$ cat src/rtl/edf_queue_reader_pkg.sv
// edf_queue_reader_pkg: shared FSM encoding and queue-index widths for the EDF read engine
package edf_queue_reader_pkg;
    localparam int DEF_QUEUES = 4;
    localparam int IDX_W = $clog2(DEF_QUEUES);
    localparam int WAIT_W = 3;
    typedef enum logic [1:0] {IDLE, WAIT, CAPTURE, OUTPUT} state_e;
endpackage

$ cat src/rtl/edf_queue_reader_min_selector.sv
// edf_min_selector: picks the non-empty queue with the smallest deadline counter, lowest index on ties
module edf_min_selector
    import edf_queue_reader_pkg::*;
#(
    parameter int NUMBER_OF_QUEUES = DEF_QUEUES,
    parameter int REGISTER_SIZE = 32,
    parameter int IW = IDX_W
) (
    input  logic [REGISTER_SIZE-1:0]    counters [NUMBER_OF_QUEUES],
    input  logic [NUMBER_OF_QUEUES-1:0] empty,
    output logic [IW-1:0]               winner,
    output logic                        any_ready
);
    logic [REGISTER_SIZE-1:0] best_cnt;
    always_comb begin
        winner = '0;
        best_cnt = '0;
        any_ready = 1'b0;
        for (int i = 0; i < NUMBER_OF_QUEUES; i++) begin
            if (!empty[i] && (!any_ready || counters[i] < best_cnt)) begin
                winner = IW'(i);
                best_cnt = counters[i];
                any_ready = 1'b1;
            end
        end
    end
endmodule

$ cat src/rtl/edf_queue_reader.sv
// edf_queue_reader: EDF queue selection, buffer read sequencing and valid/ready packet output
module edf_queue_reader
    import edf_queue_reader_pkg::*;
#(
    parameter int NUMBER_OF_QUEUES = DEF_QUEUES,
    parameter int REGISTER_SIZE = 32,
    parameter int DATA_SIZE = 678,
    parameter int READ_LATENCY = 2,
    localparam int IW = $clog2(NUMBER_OF_QUEUES)
) (
    input  logic                        clock,
    input  logic                        reset,
    input  logic [REGISTER_SIZE-1:0]    queues_period [NUMBER_OF_QUEUES],
    input  logic [NUMBER_OF_QUEUES-1:0] empty,
    input  logic [DATA_SIZE-1:0]        queues_to_selector_packets,
    output logic [IW-1:0]               core_id,
    output logic [NUMBER_OF_QUEUES-1:0] scheduler_to_queues_consumed,
    output logic [DATA_SIZE-1:0]        m_packet,
    output logic [IW-1:0]               m_queue_id,
    output logic                        m_valid,
    input  logic                        m_ready,
    output logic [NUMBER_OF_QUEUES-1:0] deadline_miss
);
    state_e state_q, state_d;
    logic [IW-1:0] core_id_q, core_id_d, m_queue_id_q, m_queue_id_d, winner;
    logic [WAIT_W-1:0] wait_q, wait_d;
    logic [DATA_SIZE-1:0] m_packet_q, m_packet_d;
    logic m_valid_q, m_valid_d, any_ready;
    logic [NUMBER_OF_QUEUES-1:0] consumed, miss_q, miss_d;
    logic [REGISTER_SIZE-1:0] cnt_q [NUMBER_OF_QUEUES];
    logic [REGISTER_SIZE-1:0] cnt_d [NUMBER_OF_QUEUES];

    edf_min_selector #(
        .NUMBER_OF_QUEUES(NUMBER_OF_QUEUES),
        .REGISTER_SIZE(REGISTER_SIZE),
        .IW(IW)
    ) u_sel (
        .counters(cnt_q),
        .empty(empty),
        .winner(winner),
        .any_ready(any_ready)
    );

    // a reset landing on the capture cycle must not pop the queue
    assign consumed = (state_q == CAPTURE && !reset) ? NUMBER_OF_QUEUES'(1) << core_id_q : '0;

    always_comb begin
        for (int i = 0; i < NUMBER_OF_QUEUES; i++) begin
            cnt_d[i] = (empty[i] || consumed[i]) ? queues_period[i] :
                       (cnt_q[i] != '0) ? cnt_q[i] - REGISTER_SIZE'(1) : '0;
            miss_d[i] = !empty[i] && !consumed[i] && cnt_q[i] == REGISTER_SIZE'(1);
        end
    end

    always_comb begin
        state_d = state_q;
        core_id_d = core_id_q;
        m_queue_id_d = m_queue_id_q;
        wait_d = wait_q;
        m_packet_d = m_packet_q;
        m_valid_d = m_valid_q;
        case (state_q)
            IDLE: if (any_ready) begin
                state_d = WAIT;
                core_id_d = winner;
                m_queue_id_d = winner;
                wait_d = WAIT_W'(READ_LATENCY);
            end
            WAIT: begin
                wait_d = wait_q - WAIT_W'(1);
                state_d = (wait_q == WAIT_W'(1)) ? CAPTURE : WAIT;
            end
            CAPTURE: begin
                m_packet_d = queues_to_selector_packets;
                m_valid_d = 1'b1;
                state_d = OUTPUT;
            end
            OUTPUT: if (m_ready) begin
                m_valid_d = 1'b0;
                state_d = IDLE;
            end
            default: state_d = IDLE;
        endcase
    end

    always_ff @(posedge clock) begin
        if (reset) begin
            state_q <= IDLE;
            core_id_q <= '0;
            m_queue_id_q <= '0;
            wait_q <= '0;
            m_packet_q <= '0;
            m_valid_q <= 1'b0;
            miss_q <= '0;
            cnt_q <= '{default: '0};
        end else begin
            state_q <= state_d;
            core_id_q <= core_id_d;
            m_queue_id_q <= m_queue_id_d;
            wait_q <= wait_d;
            m_packet_q <= m_packet_d;
            m_valid_q <= m_valid_d;
            miss_q <= miss_d;
            cnt_q <= cnt_d;
        end
    end

    assign core_id = core_id_q;
    assign m_queue_id = m_queue_id_q;
    assign m_packet = m_packet_q;
    assign m_valid = m_valid_q;
    assign deadline_miss = miss_q;
    assign scheduler_to_queues_consumed = consumed;
endmodule

$ cat config.mk
export PLATFORM = sky130hd
export DESIGN_NAME = edf_queue_reader
export DESIGN_NICKNAME = d
export VERILOG_FILES = /design/src/rtl/edf_queue_reader_pkg.sv /design/src/rtl/edf_queue_reader_min_selector.sv /design/src/rtl/edf_queue_reader.sv
export SDC_FILE = /design/constraint.sdc
export NUM_CORES = 2
export LEC_CHECK = 0
export BUFFER_PORTS_ARGS = -buffer_cell sky130_fd_sc_hd__buf_2
export CAP_MARGIN = 20
export CORE_AREA = 2 2 591 593
export CTS_CLUSTER_SIZE = 30
export DETAILED_ROUTE_END_ITERATION = 10
export DIE_AREA = 0 0 593 595
export SKIP_CTS_REPAIR_TIMING = 1
export SLEW_MARGIN = 20
export SYNTH_ARGS = -nofsm -noshare
export SYNTH_HDL_FRONTEND = slang
export SYNTH_HIERARCHICAL = 1
export SYNTH_SLANG_ARGS = --single-unit
$ cat constraint.sdc
create_clock -name clock -period 10.7 [get_ports clock]
set_input_delay 2.14 -clock clock [delete_from_list [all_inputs] [get_ports clock]]
set_output_delay 2.14 -clock clock [all_outputs]
set_load 0.01 [all_outputs]
==> flow_metrics.tcl <==
set metrics [dict create \
    endpoint_kind "flip-flop" \
    grt_pass1_wl_um 353000 \
    grt_overflow 0 \
    finalSetupViolations 0 \
    cts_buffers 115 \
    drv_cap 0 \
    synth.yosys.seq_area_share 0.490 \
    hold_class "flip-flop to flip-flop" \
    rsz0062_at_grt "no" \
    cts_tree "built" \
    multi_input_area_mm2 0.0157 \
    drc_errors 0 \
    synth-edff-count 0 \
    crit_type "input port to flip-flop" \
    dieArea_mm2 0.353 \
    wire_per_inst_um 26.7 \
    cp.arrival_ps 9730 \
    synth_cell_types 76 \
    synth_nets 5150 \
    path_common_cell "buf_4" \
    die_w_um 593 \
    min_period_ps 9030 \
    cts_root_buffer "clkbuf_16" \
    synth_cells 4234 \
    clock_skew_ps 102 \
    antenna_found_initial 187 \
    power_density_mw_per_mm2 170 \
    status "completed" \
    num-nets-final 6573 \
    slowest_delay_ps 810 \
    critPathSlowestCell "o31ai_4" \
    fmax_mhz 111 \
    fin_hold_ws_ps 449 \
    ant_nets 0 \
    drive_above_1_share 0.319 \
    hold_viol_final 0 \
    vias_per_cell 3.57 \
    syn_avg_cell_area_um2 7.89 \
    r2r_end "m_queue_id[0]$_SDFFE_PP0P_" \
    cp.required_ps 11400 \
    syn_to_final_growth_pct 51.5 \
    rr_startpoint "cnt_q[71]$_SDFF_PP0_" \
    cts_buffer_depth 4 \
    drt_iter0_markers 2875 \
    critPathTopFamily "compound AO/OA/AOI/OAI gates" \
    fin_setup_tns_ps 0 \
    grt_pass1_vias 35244 \
    crit_path_end "m_queue_id[0]$_SDFFE_PP0P_" \
    start_util 0.0962 \
    dp_hpwl_um 236000 \
    nFillCells 40082 \
    io_buffers 1503 \
    track_usage 0.150 \
    clkLatencyLatePin_ps 900 \
    leakage_nw 20.1 \
    cp.buffers_inverters 7 \
    critPathLaunchType "input port" \
    die_y_um 595 \
    path_clk_slew_ps 60 \
    ys.flop_type "dfxtp_1" \
    drt-total-wl_um 278000 \
    grt_start_max_net_pins 166 \
    seq_area_mm2 0.0164 \
    worst-slew-pin-transition_ps 1020 \
    io_pins 1504 \
    path_depth 34 \
    rrSetupSlack_ps 3020 \
    synth.ff_latch_count 818 \
    first_pass_iters 8 \
    ys_warn_count 6 \
    syn_area_mm2 0.0334 \
    async_reset_ff_frac 0 \
    numClockSinks 818 \
    rows 217 \
    drv_slew 0 \
    cts_max_level 3 \
    ir_drop_mv 0.144 \
    core_mm2 0.347 \
    startpoint "empty[0]" \
    gp_congestion 0.981 \
    vias 37188 \
    crit_fanout 27 \
    fin_crit_sh 0.844 \
    relSlewSlack 0.318 \
    r2r_cells 30 \
]
## placed cells by master, fill, tap and decap left out, types with 30 or more instances in the layout
master | Yosys | layout
a21oi_1 | 740 | 740
nand2_1 | 1546 | 1546
nand3_1 | 34 | 34
a22oi_1 | 38 | 38
o21ai_0 | 92 | 92
nand4_1 | 30 | 30
ha_1 | 103 | 103
nor4_1 | 35 | 35
dfxtp_1 | 818 | 818
buf_2 | 15 | 1502
diode_2 | 0 | 60
nor3_1 | 40 | 40
nor2_1 | 68 | 66
xor2_1 | 38 | 38
xnor2_1 | 59 | 59
inv_1 | 48 | 48
buf_4 | 3 | 75
clkbuf_16 | 0 | 116
o21ai_1 | 34 | 34
## state kept, by name, indices dropped and copies added, names as in the netlist, named ones only
register	cells
m_valid	1
state_q	1
wait_q	3
deadline_miss	4
cnt_q	128
m_packet	678
m_queue_id	2
## routing by layer
layer,vias up,wire length (um),track usage
met4,74,11400,0.0507
met5,-,694,0.00438
li1,17104,-,-
met2,1922,125000,0.243
met1,17525,111000,0.176
met3,563,29900,0.0657
## where the power goes
part,switching (W),internal (W)
registers,0.000128,0.00314
clock network,0.00168,0.00259
logic,0.000652,0.000426
## metrics by stage
| step | std cells | power [W] | utilization | worst slack (ps) | area (um^2) |
|---|---|---|---|---|---|
| 3_3_place_gp | 10139 | 0.00442 | 0.133 | 756 | 46300 |
| 2_1_floorplan | 4234 | 0.00385 | - | 1610 | 33400 |
| 5_1_grt | 10374 | 0.00897 | 0.145 | 1030 | 50500 |
| 6_report | 10410 | 0.00861 | 0.146 | 1670 | 50600 |
| 3_5_place_dp | 10139 | 0.00441 | 0.133 | 860 | 46300 |
| 4_1_cts | 10350 | 0.00877 | 0.145 | 1760 | 50400 |
## final cells by class
class / instances / area share
sequential: 818 / 0.324
tap: 4599 / 0.114
timing repair buffer: 1585 / 0.163
clock inverter: 62 / 0.0180
multi-input combinational: 3089 / 0.311
clock buffer: 149 / 0.0638
inverter: 48 / 0.00356
antenna: 60 / 0.00297
## worst min-delay path by stage
| stage | start | endpoint | slack [ps] | cells after the start |
|---|---|---|---|---|
| 6_report | m_packet[654]$_SDFFE_PP0P_ | m_packet[654]$_SDFFE_PP0P_ | 450 | 2 |
| 5_1_grt | m_packet[658]$_SDFFE_PP0P_ | m_packet[658]$_SDFFE_PP0P_ | 460 | 2 |
| 4_1_cts | m_packet[416]$_SDFFE_PP0P_ | m_packet[416]$_SDFFE_PP0P_ | 450 | 2 |
| 3_5_place_dp | m_packet[416]$_SDFFE_PP0P_ | m_packet[416]$_SDFFE_PP0P_ | 440 | 2 |
| 3_3_place_gp | m_packet[224]$_SDFFE_PP0P_ | m_packet[224]$_SDFFE_PP0P_ | 440 | 2 |
| 2_1_floorplan | cnt_q[64]$_SDFF_PP0_ | cnt_q[64]$_SDFF_PP0_ | 470 | 1 |
## worst reg2reg max path: cells and delay by family (launching register included)
family,cells,cell delay [ps]
adder cells (fa/ha/maj),3,1030
flip-flops,1,550
buffers and inverters,4,700
AO/OA/AOI/OAI,18,4120
multiplexers,1,330
AND/OR/NAND/NOR,4,870
## synthesized netlist by cell type, types with 5 or more instances
master | n | share of area
nand2_1 | 1546 | 0.17
dfxtp_1 | 818 | 0.49
a21oi_1 | 740 | 0.11
clkbuf_1 | 246 | 0.028
ha_1 | 103 | 0.039
o21ai_0 | 92 | 0.014
nor2_1 | 68 | 0.0076
xnor2_1 | 59 | 0.015
inv_1 | 48 | 0.0054
nor3_1 | 40 | 0.0060
a22oi_1 | 38 | 0.0085
xor2_1 | 38 | 0.010
nor4_1 | 35 | 0.0066
nand3_1 | 34 | 0.0051
o21ai_1 | 34 | 0.0051
nand4_1 | 30 | 0.0056
mux2_1 | 28 | 0.0094
or4_1 | 21 | 0.0047
buf_2 | 15 | 0.0022
a211oi_1 | 12 | 0.0027
nor3b_1 | 11 | 0.0025
buf_1 | 10 | 0.0011
mux2i_1 | 9 | 0.0027
o211ai_1 | 9 | 0.0020
o31a_1 | 9 | 0.0024
nor4_2 | 8 | 0.0030
or3_1 | 8 | 0.0015
and2_1 | 7 | 0.0013
nand2b_1 | 7 | 0.0013
nor4_4 | 7 | 0.0045
or2_2 | 6 | 0.0011
a21o_1 | 5 | 0.0011
a31oi_1 | 5 | 0.00094
and3_1 | 5 | 0.00094
mux2_2 | 5 | 0.0017
nand4b_1 | 5 | 0.0013
nor2b_1 | 5 | 0.00094
## logic make-up after synthesis
| logic type | Yosys count | synth area share |
|---|---|---|
| multiplexers | 42 | 0.0138 |
| AND/OR/NAND/NOR | 1867 | 0.235 |
| AO/OA/AOI/OAI | 980 | 0.158 |
| flip-flops | 818 | 0.490 |
| adder cells (fa/ha/maj) | 103 | 0.0386 |
| buffers and inverters | 327 | 0.0389 |
| XOR/XNOR | 97 | 0.0254 |
No activity file was read; power rests on OpenSTA's default activity.
